===== src/rtl/bin_to_bcd_seq.sv =====
// bin_to_bcd_seq: sequential binary-to-BCD converter (shift-add-3 / double-dabble),
// one input bit per clock. Feeds the 4-digit display top; digits change only when a
// conversion completes, so the multiplexed display never shows partial results.
//
// Parameters:
//   WIDTH   - binary input width, 4..14.
//   MAX_VAL - saturation limit, must be <= 9999 and <= 2**WIDTH-1.
//             Inputs above it convert as MAX_VAL and raise overflow.
//
// Ports:
//   clk            - system clock, rising edge.
//   reset          - asynchronous active-high reset; aborts a conversion in progress.
//   start          - conversion request, sampled only while idle.
//   bin_in         - unsigned binary value, sampled on the accepted start edge.
//   Thousands_Data - BCD thousands digit (registered).
//   Hundreds_Data  - BCD hundreds digit (registered).
//   Tens_Data      - BCD tens digit (registered).
//   Ones_Data      - BCD ones digit (registered).
//   busy           - high from the start edge until the result edge.
//   done           - one-cycle pulse in the cycle after the result edge.
//   overflow       - registered with the digits; last captured bin_in exceeded MAX_VAL.
//
// Timing: start accepted on edge E0, shifts on E1..E_WIDTH, digits update on
// E_(WIDTH+1). A start held high restarts on the edge where done is high, giving
// one result every WIDTH+2 cycles.

module bin_to_bcd_seq #(
  parameter int unsigned WIDTH   = 14,
  parameter int unsigned MAX_VAL = 9999
) (
  input  logic             clk,
  input  logic             reset,
  input  logic             start,
  input  logic [WIDTH-1:0] bin_in,
  output logic [3:0]       Thousands_Data,
  output logic [3:0]       Hundreds_Data,
  output logic [3:0]       Tens_Data,
  output logic [3:0]       Ones_Data,
  output logic             busy,
  output logic             done,
  output logic             overflow
);

  localparam int unsigned BcdW = 16;
  localparam int unsigned TotW = BcdW + WIDTH;
  localparam int unsigned CntW = (WIDTH > 1) ? $clog2(WIDTH) : 1;

  localparam logic [WIDTH-1:0] MaxValW  = WIDTH'(MAX_VAL);
  localparam logic [CntW-1:0]  LastStep = CntW'(WIDTH - 1);

  typedef enum logic [1:0] {
    StIdle  = 2'd0,
    StShift = 2'd1,
    StLatch = 2'd2
  } state_e;

  state_e            state_q, state_d;
  logic [TotW-1:0]   sr_q, sr_d;
  logic [CntW-1:0]   cnt_q, cnt_d;
  logic              ovf_flag_q, ovf_flag_d;
  logic [BcdW-1:0]   digits_q, digits_d;
  logic              overflow_q, overflow_d;
  logic              done_q, done_d;

  // Input saturation. The compare is done at 32 bits so a MAX_VAL wider than
  // WIDTH (i.e. 2**WIDTH-1 <= MAX_VAL) simply never triggers.
  logic              bin_ovf;
  logic [WIDTH-1:0]  bin_sat;

  always_comb begin
    bin_ovf = (32'(bin_in) > MAX_VAL);
    bin_sat = bin_ovf ? MaxValW : bin_in;
  end

  // Add-3 correction on every BCD nibble of the current register, applied
  // before the shift of the same edge.
  logic [TotW-1:0] sr_adj;

  always_comb begin
    sr_adj = sr_q;
    for (int d = 0; d < 4; d++) begin
      if (sr_q[WIDTH + 4*d +: 4] >= 4'd5) begin
        sr_adj[WIDTH + 4*d +: 4] = sr_q[WIDTH + 4*d +: 4] + 4'd3;
      end
    end
  end

  // Next-state and datapath control.
  always_comb begin
    state_d    = state_q;
    sr_d       = sr_q;
    cnt_d      = cnt_q;
    ovf_flag_d = ovf_flag_q;
    digits_d   = digits_q;
    overflow_d = overflow_q;
    done_d     = 1'b0;

    unique case (state_q)
      StIdle: begin
        if (start) begin
          sr_d       = {{BcdW{1'b0}}, bin_sat};
          ovf_flag_d = bin_ovf;
          cnt_d      = '0;
          state_d    = StShift;
        end
      end

      StShift: begin
        sr_d  = {sr_adj[TotW-2:0], 1'b0};
        cnt_d = cnt_q + 1'b1;
        if (cnt_q == LastStep) begin
          state_d = StLatch;
        end
      end

      StLatch: begin
        digits_d   = sr_q[TotW-1 -: BcdW];
        overflow_d = ovf_flag_q;
        done_d     = 1'b1;
        state_d    = StIdle;
      end

      default: begin
        state_d = StIdle;
      end
    endcase
  end

  always_ff @(posedge clk or posedge reset) begin
    if (reset) begin
      state_q    <= StIdle;
      sr_q       <= '0;
      cnt_q      <= '0;
      ovf_flag_q <= 1'b0;
      digits_q   <= '0;
      overflow_q <= 1'b0;
      done_q     <= 1'b0;
    end else begin
      state_q    <= state_d;
      sr_q       <= sr_d;
      cnt_q      <= cnt_d;
      ovf_flag_q <= ovf_flag_d;
      digits_q   <= digits_d;
      overflow_q <= overflow_d;
      done_q     <= done_d;
    end
  end

  always_comb begin
    Thousands_Data = digits_q[15:12];
    Hundreds_Data  = digits_q[11:8];
    Tens_Data      = digits_q[7:4];
    Ones_Data      = digits_q[3:0];
    busy           = (state_q != StIdle);
    done           = done_q;
    overflow       = overflow_q;
  end

endmodule


===== config.mk =====
export PLATFORM = sky130hd
export DESIGN_NAME = bin_to_bcd_seq
export DESIGN_NICKNAME = d
export VERILOG_FILES = /design/src/rtl/bin_to_bcd_seq.sv
export SDC_FILE = /design/constraint.sdc
export NUM_CORES = 1
export LEC_CHECK = 0
export ABC_AREA = 1
export BUFFER_PORTS_ARGS = -buffer_cell sky130_fd_sc_hd__buf_2
export CAP_MARGIN = 5
export CORE_UTILIZATION = 51
export DETAILED_ROUTE_END_ITERATION = 6
export PLACE_DENSITY = 0.72
export SYNTH_ARGS = -nofsm -noshare
export SYNTH_HDL_FRONTEND = slang
export SYNTH_SLANG_ARGS = --single-unit
export TNS_END_PERCENT = 30

===== constraint.sdc =====
create_clock -name clk -period 4.6 [get_ports clk]
set_input_delay 0.92 -clock clk [delete_from_list [all_inputs] [get_ports clk]]
set_output_delay 0.92 -clock clk [all_outputs]
set_load 0.05 [all_outputs]

==> impl_metrics.toml <==
[run_status]
result_of_the_run = "complete, no violations"

[clock_tree]
tritoncts_clock_tree = "built"
cts_htree_levels = 2
clockBufferDepth = 2
cts-root-buf = "sky130_fd_sc_hd__clkbuf_8"
cts_hold_buf = 0
clkLatencyLatePin_ns = 0.31
cts_num_sinks = 55
cts-buffers-inserted = 5
cts_resized = 0
cts_setup_buffers = 0
clkTransAtPathRegs_ns = 0.09

[setup_path]
critPathArrivalTime_ns = 1.16
setup.worst_path.end_class = "output pin"
cpMaxStageDelayCell = "sky130_fd_sc_hd__dfrtp_1"
critical_path.cell_chain = "inv_2, nand2_1, buf_2"
max_stage_delay_ns = 0.46
crit_path_max_fanout = 3
crit_path_start_kind = "flop"
worst-endpoint-required_ns = 3.68
setup.worst_path.class = "flop to output pin"

[floorplanning]
die_h_um = 73.9
placement_rows = 25
die_area_um2 = 5460
io_pins = 36
floorplan.core_area_um2 = 4850
dieWidth_um = 73.9
floorplan.initialDensity_pct = 54.3

[cells_and_area]
layout.cells.most_common_list = "sky130_fd_sc_hd__nand2_1, sky130_fd_sc_hd__dfrtp_1, sky130_fd_sc_hd__buf_2"
synthToLayoutAreaGrowth_pct = 12.4
final_cell_count_no_fill = 412
final_common_cell = "sky130_fd_sc_hd__nand2_1"
layout.nets = 371
antenna_cells_inserted = 0
post_route_cells_drive_above_1_share_pct = 15.4

[sta]
finalHoldViolCount = 0
timing.slew.headroom_pct = 54.8
finalHoldWorstSlack_ns = 0.476
maximum_achievable_frequency_mhz = 480
final_min_period_over_clock_period_pct = 45.3
finalCriticalPeriod_ns = 2.08
rsz_0062_raised_after_global_routing = "no"
report.final.slew_viol_count = 0
timing.setup.tns_ns = 0
tightestPinTransition_ns = 0.677
finalClockSkew_ns = 0.00736
finalSetupViolCount = 0

[synthesis]
synth_largest_type_area_fraction_pct = 52.3
netlist-cell-type-count = 21
post_synth_inst_count = 311
post_synthesis_share_of_cell_area_spent_on_full_adders_half_adders_and_majority_gates_pct = 4.75
synth-seq-area-share_pct = 52.3
synthXorXnorAreaFrac_pct = 2.00
synth_largest_area_cell = "sky130_fd_sc_hd__dfrtp_1"
synth-compound-area-share_pct = 10.1
syn_avg_cell_area_um2 = 8.47
synth_top_family_by_area = "simple AND/OR/NAND/NOR gates"
yosys_warnings = 0
synthesized_area_um2 = 2630
muxShareOfSynthArea_pct = 0
synth_simple_gate_area_share_pct = 23.7
synthesized_netlist_net_count = 338
synth_register_bits = 55
synth_top_cells_by_area = "sky130_fd_sc_hd__dfrtp_1, sky130_fd_sc_hd__nand2_1, sky130_fd_sc_hd__o21ai_0, sky130_fd_sc_hd__ha_1, sky130_fd_sc_hd__nand3_1"

[global_routing]
grt_start_max_net_pins = 56
grt_overflow_total = 0
via_count_of_the_first_global_routing_pass = 1860
groute.usage.overall_pct = 19.6
first_pass_grt_wire_length_um = 8030
grt_antenna_before_repair = 0

[drt]
via_per_inst = 4.94
detail-route-antenna-nets = 0
detailedRoute.firstIterationViolations = 125
drc = 0
detail_route.first_pass.iterations = 4
route.detailed.wl_per_inst_um = 11.5
postRouteWirelength_um = 4740
total_number_of_vias = 2034

[placed_design]
portBuffers = 35
place_hpwl_um = 3250
gp_congestion = 0.767
place_inst = 404

[hold_path]
min-delay-path-class = "flop to flop"

[power_and_ir_drop]
ir_drop_v = 0.000308
power_per_cell_area_nw_per_um2 = 797
leakage_nw = 1.55

[job]
maxCapViolCount = 0
==> report_power, final <==
part / internal (mW) / leakage, nW / total (mW) / switching [mW]
Sequential: 0.718 / 0.669 / 0.870 / 0.153
Combinational: 0.342 / 0.818 / 1.12 / 0.774
Clock: 0.218 / 0.0654 / 0.372 / 0.154
Total: 1.28 / 1.55 / 2.36 / 1.08
==> layout make-up <==
class | count | area [um^2]
fill | 458 | 1890
sequential | 55 | 1380
multi-input combinational | 215 | 1070
timing repair buffer | 36 | 183
inverter | 31 | 116
tap | 67 | 83.8
clock buffer | 6 | 72.6
clock inverter | 2 | 60.1
==> logic make-up (layout without fill, tap and decap cells) <==
family	count (synthesis)	in the layout
flip-flops	55	55
AO/OA/AOI/OAI	50	50
XOR/XNOR	6	6
buffers and inverters	41	75
AND/OR/NAND/NOR	149	149
adder cells (fa/ha/maj)	10	10
==> path summary, 6_finish.rpt <==
kind,start,endpoint,slack (ns),cells past startpoint
worst max-delay path,state_q[1],busy,2.52,3
worst min-delay path,overflow,overflow,0.48,2
worst max register to register,state_q[1],sr_q[4],2.67,6
worst min register to register,overflow,overflow,0.48,2
max in group asynchronous,reset,sr_q[2],3.37,3
min in group asynchronous,reset,done,0.79,3
==> routing by layer <==
metal | global-route usage [%] | wire length (um)
met2 | 33.7 | 2210
met4 | 7.69 | 67
met5 | 0 | 0
met3 | 4.12 | 144
met1 | 24.0 | 2320
==> registers in the layout, indices dropped and copies added (netlist names) <==
| signal | cells |
|---|---|
| overflow | 1 |
| done | 1 |
| state_q | 2 |
| ovf_flag_q | 1 |
| cnt_q | 4 |
| digits_q | 16 |
| sr_q | 30 |
==> worst max-delay path: cells and delay by family, from the launching register on <==
family                 cells  cell delay, ns
flip-flops                 1            0.46
buffers and inverters      2            0.34
AND/OR/NAND/NOR            1            0.06
==> cells in the mapped netlist (all sizes together) <==
master	instances
buf	10
inv	31
dfrtp	55
nand4	1
nor2	28
ha	10
nand2	97
o21ai	36
xor2	6
a21oi	5
nand3	23
a22oi	4
o22ai	5
==> through the flow <==
stage | area [um^2] | worst slack (ns) | utilization, % | power [mW]
2_1_floorplan | 2630 | 2.34 | - | 1.78
3_3_place_gp | 2830 | 2.60 | 58.3 | 1.97
3_5_place_dp | 2830 | 2.56 | 58.3 | 2.00
4_1_cts | 2960 | 2.50 | 61.1 | 2.38
5_1_grt | 2960 | 2.45 | 61.1 | 2.57
6_report | 2960 | 2.52 | 61.1 | 2.36
Note: power is estimated with default switching activity, not from simulation.
